===== config.mk =====
export PLATFORM = sky130hd
export DESIGN_NAME = err_metric_monitor
export DESIGN_NICKNAME = d
export VERILOG_FILES = /design/src/rtl/approx_metric_pkg.sv /design/src/rtl/seq_divider.sv /design/src/rtl/err_metric_monitor.sv
export SDC_FILE = /design/constraint.sdc
export NUM_CORES = 1
export LEC_CHECK = 0
export CORE_MARGIN = 1.5
export CORE_UTILIZATION = 35
export DETAILED_ROUTE_END_ITERATION = 7
export PLACE_DENSITY_LB_ADDON = 0.3
export SYNTH_ARGS = -nofsm -noshare
export SYNTH_HDL_FRONTEND = slang
export SYNTH_SLANG_ARGS = --single-unit

===== constraint.sdc =====
create_clock -name clk -period 14 [get_ports clk]
set_input_delay 4.2 -clock clk [delete_from_list [all_inputs] [get_ports clk]]
set_output_delay 4.2 -clock clk [all_outputs]
set_load 0.03 [all_outputs]

===== src/rtl/approx_metric_pkg.sv =====
// Shared definitions for approximate-arithmetic metric blocks.
// Holds the monitor state encoding and the default operand, counter and
// accumulator widths so every metric block and its bench agree on them.
package approx_metric_pkg;

   localparam int unsigned DEF_W     = 32;
   localparam int unsigned DEF_CNT_W = 32;
   localparam int unsigned DEF_SUM_W = 64;

   typedef enum logic [2:0] {
      ST_IDLE   = 3'd0,
      ST_ACCUM  = 3'd1,
      ST_DRAIN  = 3'd2,
      ST_DIVIDE = 3'd3,
      ST_DONE   = 3'd4
   } metric_state_e;

endpackage


===== src/rtl/seq_divider.sv =====
// Sequential restoring divider, one quotient bit per cycle.
// Ports:
//   clk, rst            clock, synchronous active-high reset
//   start               request; operands sampled in this cycle (ignored while busy)
//   dividend, divisor   SUM_W-bit unsigned operands (divisor must be non-zero)
//   busy                a division is in flight after the start cycle
//   done                high in the cycle the last quotient bit is produced
//   quotient            floor(dividend / divisor), valid while done is high
// The first quotient bit is formed in the start cycle itself, straight from the
// operand inputs, so a full division occupies exactly SUM_W cycles counting the
// start cycle. quotient is the combinational next value of the shift register,
// which is why the caller must capture it while done is high.
module seq_divider #(
   parameter int unsigned SUM_W = 64
) (
   input  logic             clk,
   input  logic             rst,
   input  logic             start,
   input  logic [SUM_W-1:0] dividend,
   input  logic [SUM_W-1:0] divisor,
   output logic             busy,
   output logic             done,
   output logic [SUM_W-1:0] quotient
);

   localparam int unsigned CW = $clog2(SUM_W + 1);

   logic [SUM_W-1:0] rem_q, rem_d;
   logic [SUM_W-1:0] dq_q, dq_d;     // dividend bits shift out, quotient bits shift in
   logic [SUM_W-1:0] dvs_q, dvs_d;
   logic [CW-1:0]    cnt_q, cnt_d;
   logic             busy_q, busy_d;

   logic [SUM_W-1:0] rem_src, dq_src, dvs_src;
   logic [SUM_W:0]   trial;
   logic             qbit, step;
   logic [CW-1:0]    step_cnt;

   always_comb begin
      rem_src  = rem_q;
      dq_src   = dq_q;
      dvs_src  = dvs_q;
      step     = busy_q;
      step_cnt = cnt_q;
      if (start && !busy_q) begin
         rem_src  = '0;
         dq_src   = dividend;
         dvs_src  = divisor;
         step     = 1'b1;
         step_cnt = '0;
      end
      trial  = {rem_src, dq_src[SUM_W-1]};
      qbit   = (trial >= {1'b0, dvs_src});
      rem_d  = rem_q;
      dq_d   = dq_q;
      dvs_d  = dvs_q;
      cnt_d  = cnt_q;
      busy_d = busy_q;
      done   = 1'b0;
      if (step) begin
         rem_d = qbit ? SUM_W'(trial - {1'b0, dvs_src}) : trial[SUM_W-1:0];
         dq_d  = {dq_src[SUM_W-2:0], qbit};
         dvs_d = dvs_src;
         if (step_cnt == CW'(SUM_W - 1)) begin
            done   = 1'b1;
            busy_d = 1'b0;
            cnt_d  = '0;
         end else begin
            busy_d = 1'b1;
            cnt_d  = step_cnt + CW'(1);
         end
      end
      quotient = dq_d;
   end

   always_ff @(posedge clk) begin
      if (rst) begin
         rem_q  <= '0;
         dq_q   <= '0;
         dvs_q  <= '0;
         cnt_q  <= '0;
         busy_q <= 1'b0;
      end else begin
         rem_q  <= rem_d;
         dq_q   <= dq_d;
         dvs_q  <= dvs_d;
         cnt_q  <= cnt_d;
         busy_q <= busy_d;
      end
   end

   assign busy = busy_q;

endmodule


===== src/rtl/err_metric_monitor.sv =====
// Error-metric monitor for an approximate arithmetic unit.
// Over a window of n_samples accepted (exact, approx) pairs it counts
// mismatches, tracks the largest and the saturating sum of |exact - approx|,
// then divides the sum by the window length to give the mean error distance.
// Ports:
//   clk, rst                 clock, synchronous active-high reset
//   start, n_samples         open a window (accepted in IDLE/DONE only)
//   in_valid/in_ready        pair handshake: a pair transfers on a rising edge
//                            where in_valid && in_ready; in_ready never depends
//                            on in_valid, and in_valid has no effect otherwise
//   exact, approx            W-bit reference and approximate results
//   busy, done               window in progress / results valid and held
//   err_cnt, max_ed, sum_ed, sum_sat, mean_ed   window results
//   dbg_state                current FSM state
module err_metric_monitor
   import approx_metric_pkg::*;
#(
   parameter int unsigned W     = DEF_W,
   parameter int unsigned CNT_W = DEF_CNT_W,
   parameter int unsigned SUM_W = DEF_SUM_W
) (
   input  logic             clk,
   input  logic             rst,
   input  logic             start,
   input  logic [CNT_W-1:0] n_samples,
   input  logic             in_valid,
   output logic             in_ready,
   input  logic [W-1:0]     exact,
   input  logic [W-1:0]     approx,
   output logic             busy,
   output logic             done,
   output logic [CNT_W-1:0] err_cnt,
   output logic [W-1:0]     max_ed,
   output logic [SUM_W-1:0] sum_ed,
   output logic             sum_sat,
   output logic [SUM_W-1:0] mean_ed,
   output metric_state_e    dbg_state
);

   metric_state_e    state_q, state_d;
   logic [CNT_W-1:0] n_lat_q, n_lat_d;
   logic [CNT_W-1:0] acc_cnt_q, acc_cnt_d;
   logic             s1_valid_q, s1_valid_d;
   logic [W-1:0]     s1_diff_q, s1_diff_d;
   logic             s1_mis_q, s1_mis_d;
   logic [CNT_W-1:0] err_cnt_q, err_cnt_d;
   logic [W-1:0]     max_q, max_d;
   logic [SUM_W-1:0] sum_q, sum_d;
   logic             sat_q, sat_d;
   logic [SUM_W-1:0] mean_q, mean_d;

   logic             xfer;
   logic [SUM_W:0]   sum_ext;
   logic             div_start, div_busy, div_done;
   logic [SUM_W-1:0] div_quo;

   assign in_ready = (state_q == ST_ACCUM) && (acc_cnt_q < n_lat_q);
   assign xfer     = in_valid && in_ready;

   always_comb begin
      state_d    = state_q;
      n_lat_d    = n_lat_q;
      acc_cnt_d  = acc_cnt_q;
      s1_valid_d = xfer;
      s1_diff_d  = s1_diff_q;
      s1_mis_d   = s1_mis_q;
      err_cnt_d  = err_cnt_q;
      max_d      = max_q;
      sum_d      = sum_q;
      sat_d      = sat_q;
      mean_d     = mean_q;
      div_start  = 1'b0;

      // Stage 1: absolute difference without wrap, taken in W bits.
      if (xfer) begin
         s1_diff_d = (exact >= approx) ? (exact - approx) : (approx - exact);
         s1_mis_d  = (exact != approx);
      end

      // Stage 2: one extra bit on the sum exposes overflow for the clamp.
      sum_ext = {1'b0, sum_q} + (SUM_W+1)'(s1_diff_q);
      if (s1_valid_q) begin
         err_cnt_d = err_cnt_q + CNT_W'(s1_mis_q);
         if (s1_diff_q > max_q) max_d = s1_diff_q;
         if (sum_ext[SUM_W]) begin
            sum_d = '1;
            sat_d = 1'b1;
         end else begin
            sum_d = sum_ext[SUM_W-1:0];
         end
      end

      case (state_q)
         ST_IDLE, ST_DONE: begin
            if (start) begin
               n_lat_d   = n_samples;
               acc_cnt_d = '0;
               err_cnt_d = '0;
               max_d     = '0;
               sum_d     = '0;
               sat_d     = 1'b0;
               mean_d    = '0;
               state_d   = (n_samples == '0) ? ST_DONE : ST_ACCUM;
            end
         end
         ST_ACCUM: begin
            if (xfer) begin
               acc_cnt_d = acc_cnt_q + CNT_W'(1);
               if (acc_cnt_q + CNT_W'(1) == n_lat_q) state_d = ST_DRAIN;
            end
         end
         // Stage 2 absorbs the final pair on this cycle's edge.
         ST_DRAIN: state_d = ST_DIVIDE;
         // sum_q is final on the first DIVIDE cycle; the divider reads it then.
         ST_DIVIDE: begin
            div_start = !div_busy;
            if (div_done) begin
               mean_d  = div_quo;
               state_d = ST_DONE;
            end
         end
         default: state_d = ST_IDLE;
      endcase
   end

   always_ff @(posedge clk) begin
      if (rst) begin
         state_q    <= ST_IDLE;
         n_lat_q    <= '0;
         acc_cnt_q  <= '0;
         s1_valid_q <= 1'b0;
         s1_diff_q  <= '0;
         s1_mis_q   <= 1'b0;
         err_cnt_q  <= '0;
         max_q      <= '0;
         sum_q      <= '0;
         sat_q      <= 1'b0;
         mean_q     <= '0;
      end else begin
         state_q    <= state_d;
         n_lat_q    <= n_lat_d;
         acc_cnt_q  <= acc_cnt_d;
         s1_valid_q <= s1_valid_d;
         s1_diff_q  <= s1_diff_d;
         s1_mis_q   <= s1_mis_d;
         err_cnt_q  <= err_cnt_d;
         max_q      <= max_d;
         sum_q      <= sum_d;
         sat_q      <= sat_d;
         mean_q     <= mean_d;
      end
   end

   seq_divider #(.SUM_W(SUM_W)) u_div (
      .clk      (clk),
      .rst      (rst),
      .start    (div_start),
      .dividend (sum_q),
      .divisor  (SUM_W'(n_lat_q)),
      .busy     (div_busy),
      .done     (div_done),
      .quotient (div_quo)
   );

   assign busy      = (state_q == ST_ACCUM) || (state_q == ST_DRAIN) || (state_q == ST_DIVIDE);
   assign done      = (state_q == ST_DONE);
   assign err_cnt   = err_cnt_q;
   assign max_ed    = max_q;
   assign sum_ed    = sum_q;
   assign sum_sat   = sat_q;
   assign mean_ed   = mean_q;
   assign dbg_state = state_q;

endmodule


# After elaboration in Yosys (flattened, before gate mapping)

Index checks and enable logic that the tools add are counted.

Add/subtract/negate cells: 7
$lt $le $gt $ge: 4
Eq/ne operators: 11
Mux-type cells: 40
Reduce and logical (&&, ||, !) cells: 15

Operators by type and width:

| kind                  | number |
|---|---|
| $mux 64               | 11 |
| $mux 32               | 10 |
| $pmux 64 s2           | 1 |
| $add 64x32->65        | 1 |
| $ge 65x64->1          | 1 |
| $pmux 32 s2           | 1 |
| $sub 32x32->32        | 2 |
| $sub 64x64->64        | 1 |
| $add 32x1->32         | 1 |
| $add 32x1->32 const B | 1 |
| $eq 32x32->1          | 1 |
| $ge 32x32->1          | 1 |
| $gt 32x32->1          | 1 |
| $logic_not 32->1      | 1 |
| $lt 32x32->1          | 1 |
| $ne 32x32->1          | 1 |
| $mux 3                | 5 |
| $mux 7                | 2 |
| $pmux 3 s4            | 1 |
| $mux 1                | 9 |
| $add 7x1->7 const B   | 1 |
| $eq 7x6->1 const B    | 1 |
| $eq 3x2->1 const B    | 2 |
| $ne 2x2->1 const B    | 3 |
| 12 further kinds      | 17 |

Bits in registers: 494
Input port bits: 100
Output and inout port bits: 199
Logic and storage cells: 93

# Depth between registers and ports, before layout

Gate-level depths: netlist of run 1.

Depth in word-level cells: 9
Depth in mapped cells: 22
Mapped depth without buffers: 17

# Cells and area by module

A second synthesis of run 1 with hierarchy kept.

Cells, all modules: 4176
Area, all modules: 32283.5 µm²

Modules (own cells, without submodules):

| module             | times used | cells an instance | area an instance (µm²) | seq. area each (µm²) |
|---|---|---|---|---|
| err_metric_monitor | 1          | 2533              | 19276.0                | 5885.6 |
| seq_divider        | 1          | 1643              | 13007.5                | 4003.8 |

# Least setup slack after synthesis of run 1

No wires, ideal clock.

Path kind: input to register
From: input exact[4]
To: register s1_diff_q[8]
Library setup time: 0.058 ns
Arrival: 6.938 ns
Required time: 13.942 ns
Slack: 7.005 ns
Cell stages on the path: 15
Buffers on the path: 3
Cells stage by stage: inv_1 -> ha_1 -> buf_2 -> a21o_1 -> a21oi_1 -> nand2_1 -> a211o_1 -> a31o_2 -> buf_2 -> nor2_4 -> buf_2 -> mux2i_1 -> o221ai_1 -> nor4b_1 -> a211o_1

Longest elaborated chain between the ends: 2
Elaborated cells on any way between the ends: 4
Those cells by class: add/sub (2); order compare (1); mux (1)

Ends and longest elaborated chain:

| element                                        | line                      | text |
|---|---|---|
| start, declared                                | err_metric_monitor.sv:28  | `input logic [W-1:0] exact,` |
| $sub 32x32->32 or $ge 32x32->1 (tied branches) | err_metric_monitor.sv:76  | `s1_diff_d = (exact >= approx) ? (exact - approx) : (approx - exact);` |
| $mux 32 (*)                                    | err_metric_monitor.sv:76  |  |
| end signal, assigned                           | err_metric_monitor.sv:144 | `s1_diff_q <= s1_diff_d;` |
| end, declared                                  | err_metric_monitor.sv:44  | `logic [W-1:0] s1_diff_q, s1_diff_d;` |

Every way passes the cells marked *; elsewhere a longest branch is shown, timed or not.
A chain may end at the register's enable or synchronous reset.

# Final worst setup path of run 1

From: register acc_cnt_q[13]
To: output in_ready

Longest elaborated chain between the ends: 2

Ends and longest elaborated chain:

| element                | line                      | text |
|---|---|---|
| start, declared        | err_metric_monitor.sv:42  | `logic [CNT_W-1:0] acc_cnt_q, acc_cnt_d;` |
| start signal, assigned | err_metric_monitor.sv:142 | `acc_cnt_q <= acc_cnt_d;` |
| $lt 32x32->1           | err_metric_monitor.sv:57  | `assign in_ready = (state_q == ST_ACCUM) && (acc_cnt_q < n_lat_q);` |
| $logic_and 1x1->1      | err_metric_monitor.sv:57  |  |
| end, declared          | err_metric_monitor.sv:27  | `output logic in_ready,` |

No other way between the ends.

==> results.md, run 1 <==
* Post-Synthesis Cell Area at around 32000 sq um
* Post-route ant nets at 0
* CTS-repair resized insts at 0
* R2r setup slk at about 7.5 ns
* Ys flop type: dfxtp_1
* Initial Util at 35.34%
* Period utilisation layout at about 57%
* Hold Crit Depth at 2
* Area grow syn2layout at 17.95%
* Worst-Margin Slew at about 1.2 ns
* Starting DRT DRC Count at approximately 2.1k
* Hold Buf Count CTS at 0
* Postcts setup bufs at 0
* YS warnings at 0
* Avg Inst Size Synth at ~7.4 sq um
* DR pass1 iterations at 6
* Gr ovfl total at 0
* Mapped Cells at 4286
* Startpoint types: flop
* End of the worst register-to-register path: u_div.rem_q[56]
* Gpl congestion at 0.9118
* Synth unique cells at 87
* Initial antenna violation count at 1
* H-tree depth at 2
* Final WL at 104800 microns
* Worst hold path class: reg -> reg
* Syn nets at between 4k and 5k
* Rows at 110
* Total Die Area at between 90000 and 100000 sq um
* Antenna Diode Count at 0
* MaxCap Viol Count at 0
* CTS sink cnt at between 400 and 500
* Pwr dens at ~93 nW/um^2
* Largest net degree at the start of global routing at just over 100
* Sequential element share of the synthesized area at a little under a third
* Fin crit period at 7.957 ns
* Hold Slack at ~0.44 ns
* Reg-to-reg startpoint: dbg_state[2]
* Worst Path Max Fanout at 10
* Final Hold Fails at 0
* Share of cells above drive strength 1 at between 4 and 5%
* Chip Width at between 300 and 400 microns
* Setup repair after global routing missed its margin: false
* Hold wc startpoint: u_div.dvs_q[50]
* Maximum vdd drop at 0.09395 mV
* Yosys top cell area share at ~31%
* # DRC at 0
* Final setup viols at 0
* First-pass GRT wire length at ~170000 microns
* Vias at 30.65k
* CTS Root Cell: clkbuf_16
* CTS tree: built
* Core ar. at between 90000 and 100000 sq um
* Reg2reg path depth at 17
* FMAX at about 0.13 GHz
* Port Buffer Count at 298
* Final Max Tran Viols at 0
* Async S/R FF share, synth at 0%
* Via density at 5.459
* Synth Register Bits at 494
* Die height at about 300 microns
* Routed WL per cell at about 19 microns
* Setup TNS at 0 ns
* Largest cells by area after synthesis: dfxtp_1 31%, ha_1 8.9%, a21oi_1 7.4%, nand2_1 7.3%, nor2_1 5.3%
* CTS Buf Count at 58
* Leakage at between 15 and 20 nW
* Total power at 3.507 mW
* Worst Path Required at 9.80 ns
* Setup Skew at around 0.045 ns
* Number of global-route vias before repair at between 20k and 30k
* Cell taking the most area after synthesis: dfxtp_1
* Worst-path clk slew at ~0.06 ns
* CP arrival at 3.76 ns
* Setup crit end kind: output pin
* Number of enable flip-flop cells after synthesis at 0
* Outcome: completed
* Crit Path Class: reg -> out
* Post-DP HPWL at a little under 80000 microns
* Hold endpoint: u_div.dvs_q[50]
* Num ports at 299
* Rel. slew slack at a little under a quarter
* Worst-Skew Late Latency at between 0.6 and 0.7 ns
* Layout Nets at about 4.7k
* Gr usage total at 21.96%
* Clk buf depth at 3
[area by class of cell]
class | count | area, sq um
timing repair buffer | 326 | 3198
tap | 1176 | 1471
multi-input combinational | 3319 | 20200
clock inverter | 23 | 367.9
fill | 9335 | 52490
inverter | 194 | 728.2
sequential | 494 | 9894
clock buffer | 82 | 1663
[metal layers]
metal	track usage [%]	part of all wire (%)	vias up
met5	0	0.0048	-
met4	5.640	2.4	2
met3	3.470	5.6	144
met2	37.28	47	794
met1	28.87	45	14370
li1	-	-	15330
[synthesized netlist by cell type (all sizes together) (64+ instances only)]
cell,count
a211oi,80
a21o,78
a21oi,469
a31oi,64
and2,85
clkbuf,221
dfxtp,494
ha,227
inv,194
nand2,620
nand3,134
nand4,89
nor2,454
nor3,73
o21ai,189
xnor2,105
xor2,83
[cell usage in the layout, fill, tap and decap left out, drive strengths merged, types with 14 or more instances in the layout]
master	count
nand4	89
nor2b	24
xnor2	105
o21ai	189
nand2	620
buf	29
nand2b	21
o21bai	49
clkbuf	82
or4	16
xor2	83
a211oi	80
mux2i	61
a21o	78
clkdlybuf4s50	297
a31oi	64
ha	227
a21oi	469
o211ai	21
nand3	134
or3	31
a221oi	14
inv	195
dfxtp	494
a311oi	24
or2	14
nor3	73
nor2	454
o21a	26
nor4	41
and4	14
and2	85
and3	39
[cell families after synthesis]
logic type | after synthesis | synth area share (%)
multiplexers | 63 | 1.990
AO/OA/AOI/OAI | 1143 | 22.22
adder cells (fa/ha/maj) | 231 | 9.180
AND/OR/NAND/NOR | 1694 | 24.65
XOR/XNOR | 188 | 5.176
flip-flops | 494 | 31.09
buffers and inverters | 473 | 5.695
[worst max-delay path by stage]
stage,from,endpoint,slack (ns),cells past startpoint
6_report,acc_cnt_q[13],in_ready,6.04,9
5_1_grt,acc_cnt_q[21],in_ready,5.80,9
4_1_cts,acc_cnt_q[13],in_ready,6.00,9
3_5_place_dp,exact[4],s1_diff_q[28],5.64,13
3_3_place_gp,exact[4],s1_diff_q[28],5.74,13
2_1_floorplan,exact[4],s1_diff_q[8],7.00,15
[stage by stage]
stage	utilization, %	cells	setup slack [ns]	instance area [sq um]
after floorplan	-	4286	7.005	31810
after global placement	39.43	5509	5.742	35490
after detailed placement	39.43	5509	5.643	35490
after CTS	41.68	5614	5.998	37520
after global routing	41.68	5614	5.802	37520
final	41.68	5614	6.043	37520
[sequential cells by signal, summed over array words and instances (netlist names), 64 cells and up]
signal and cells:
u_div.dq_q 64, u_div.dvs_q 64, sum_ed 64, u_div.rem_q 64, mean_ed 64
[worst max-delay path: stages (launching register included)]
cell and delay [ns]:
dfxtp_1 0.51, ha_1 0.31, a21oi_1 0.13, nor2_1 0.06, a211oi_1 0.25, o31ai_1 0.09, or3_1 0.33, o31ai_1 0.49
and2_1 0.22, clkdlybuf4s50_1 0.72
[power breakdown]
part | leakage [nW] | internal (mW) | switching (mW)
logic | 10.0 | 0.162 | 0.274
registers | 3.99 | 1.42 | 0.0292
clock network | 0.992 | 0.974 | 0.645
total | 15.0 | 2.56 | 0.948
Power figures use the tool's default switching activity.
==> run 2, diff against run 1 <==
==> constraint.sdc (replaced) <==
create_clock -name clk -period 7.3 [get_ports clk]
set_input_delay 2.19 -clock clk [delete_from_list [all_inputs] [get_ports clk]]
set_output_delay 2.19 -clock clk [all_outputs]
set_load 0.03 [all_outputs]
==> run 2 against run 1 <==
Combinational power grew 93%. Global-route usage shrank 0.24 points. Register-to-register slack lost 6.0 ns. Routed wire length shrank 0.12%. Sequential share of layout area is essentially flat. Utilization is essentially flat. Clock-buffer cell count grew 2. Final cell count is essentially flat. Non-clock buffer count grew 5. Critical endpoint unchanged.
==> results.md, run 2 (synthesis gave the netlist of run 1 again) <==
* Outcome: completed
* Worst Path Required at 5.11 ns (-4.69 ns)
* Starting DRT DRC Count at 2144 (+0.37%)
* FMAX at roughly 0.17 GHz
* First-pass GRT wire length at 164200 microns (-1.1%)
* Maximum vdd drop at 0.1661 mV (+77%)
* Number of global-route vias before repair at 28.95k (-1.2%)
* Setup crit end kind: output pin
* Area grow syn2layout at 17.94% (about the same)
* Via density at 5.476 (+0.32%)
* Share of cells above drive strength 1 at 4.119% (+0.063 points)
* CTS tree: built
* Seq pwr share at 42.0% (+0.6 points)
* Pwr dens at 176.6 nW/um^2 (+89%)
* Die height at 304.5 microns (unchanged)
* Post-DP HPWL at 77680 microns (+0.85%)
* Layout Nets at 4730 (+0.13%)
* Worst-Skew Late Latency at 0.66 ns (about the same)
* Commonest non-fill, non-tap cell in the layout: nand2_1
* Setup TNS at 0 ns (unchanged)
* Logic pwr share at 12.7% (+0.3 points)
* MaxCap Viol Count at 0 (unchanged)
* Sw Ratio at 27.30% (+0.28 points)
* Hold Buf Count CTS at 0 (unchanged)
* Core ar. at 90010 sq um (unchanged)
* Worst-Margin Slew at 1.145 ns (-0.01066 ns)
* Postcts setup bufs at 0 (unchanged)
* Setup Skew at 0.03717 ns (-0.007643 ns)
* Total Die Area at 92710 sq um (unchanged)
* Initial Util at 35.34% (unchanged)
* Period utilisation layout at 82.76%
* Leakage at 15.01 nW (about the same)
* Clk buf depth at 3 (unchanged)
* Commonest cells after routing, fill and taps aside: 619 x nand2_1, 492 x dfxtp_1, 468 x a21oi_1
* Gr usage total at 21.72% (-0.24 points)
* Worst Path Max Fanout at 10 (unchanged)
* Port Buffer Count at 298 (unchanged)
* Gpl congestion at 0.9058 (-0.66%)
* Routed WL per cell at 18.63 microns (-0.21%)
* # DRC at 0 (unchanged)
* Final WL at 104700 microns (-0.12%)
* Final Max Tran Viols at 0 (unchanged)
* Worst-path clk slew at 0.06 ns (about the same)
* Post-route ant nets at 0 (unchanged)
* Largest net degree at the start of global routing at 170 (+67%)
* Clk pwr share at 45.3% (-0.9 points)
* Gr ovfl total at 0 (unchanged)
* CTS sink cnt at 494 (unchanged)
* Crit Path Class: reg -> out
* CP arrival at 3.85 ns (+0.09 ns)
* Antenna Diode Count at 0 (unchanged)
* Num ports at 299 (unchanged)
* Rel. slew slack at 23.41% (+0.71 points)
* CTS Root Cell: clkbuf_16
* Int Pwr at 4.818 mW (+88%)
* Worst hold path class: reg -> reg
* CTS Buf Count at 59 (+1.7%)
* Total power at 6.627 mW (+89%)
* Fill cell count at 9315 (-0.21%)
* Rows at 110 (unchanged)
* Final setup viols at 0 (unchanged)
* DR pass1 iterations at 5 (-1)
* Startpoint types: flop
* Vias at 30.77k (+0.41%)
* Setup repair after global routing missed its margin: false
* Design area at 37520 sq um (about the same)
* H-tree depth at 2 (unchanged)
* Post-Route Utilization at 41.68% (about the same)
* CTS-repair resized insts at 0 (unchanged)
* Initial antenna violation count at 1 (unchanged)
* Chip Width at 304.5 microns (unchanged)
* Switching pwr at 1.809 mW (+91%)
* Final Hold Fails at 0 (unchanged)
* Fin crit period at roughly 6 ns
* Placed cell area at 35550 sq um (+0.18%)
==> run 2: cell count changes in the layout (fill, tap and decap cells not counted), sizes merged <==
cell / change
clkbuf: +2
clkinv: +1
bufinv: -3
buf: +5
==> run 2: critical path: stages (launching register included) <==
cell and delay, ns:
dfxtp_1 0.51, ha_1 0.31, a21oi_1 0.18, nor2_1 0.06
a211oi_1 0.25, o31ai_1 0.08, or3_1 0.32, o31ai_1 0.54
and2_1 0.23, clkdlybuf4s50_1 0.73
==> run 2: area by class of cell <==
class                           count  area (sq um)  area share, %
Tap cell                         1176          1471          3.922
Sequential cell                   494          9894          26.37
Inverter                          194         728.2          1.941
Clock inverter                     21         282.8         0.7537
Timing Repair Buffer              331          3261          8.691
Clock buffer                       84          1682          4.482
Multi-Input combinational cell   3319         20200          53.84
==> run 2: path summary, 6_finish.rpt <==
check / from / to / slack [ns] / depth (start not counted)
setup / recovery: acc_cnt_q[13] / in_ready / 1.26 / 9
hold / removal: u_div.dvs_q[62] / u_div.dvs_q[62] / 0.44 / 2
setup reg to reg: dbg_state[2] / u_div.rem_q[46] / 1.53 / 16
hold reg to reg: u_div.dvs_q[62] / u_div.dvs_q[62] / 0.44 / 2
==> run 2: stage by stage <==
step           std cells  hold slack (ns)  setup WS [ns]
2_1_floorplan       4286           0.4242          2.315
6_report            5619           0.4442          1.258
3_3_place_gp        5514           0.4326          1.122
4_1_cts             5619           0.4473          1.261
3_5_place_dp        5514           0.4403          1.063
5_1_grt             5619           0.4650          1.092
==> run 2: power by group through the flow <==
stage               logic, mW  registers [mW]  clock network (mW)
floorplan               0.544            2.82                   0
global placement        0.834            2.84                   0
detailed placement      0.832            2.84                   0
CTS                     0.837            2.78                3.08
global route            0.920            2.79                3.18
finish                  0.840            2.78                3.00
==> run 2: layer usage <==
metal,vias to the layer above,GRT usage [%],part of all wire (%)
li1,15340,-,-
met3,142,3.463,5.8
met4,2,5.279,2.3
met1,14510,28.33,45
met2,778,37.25,47
met5,-,0,0.0048
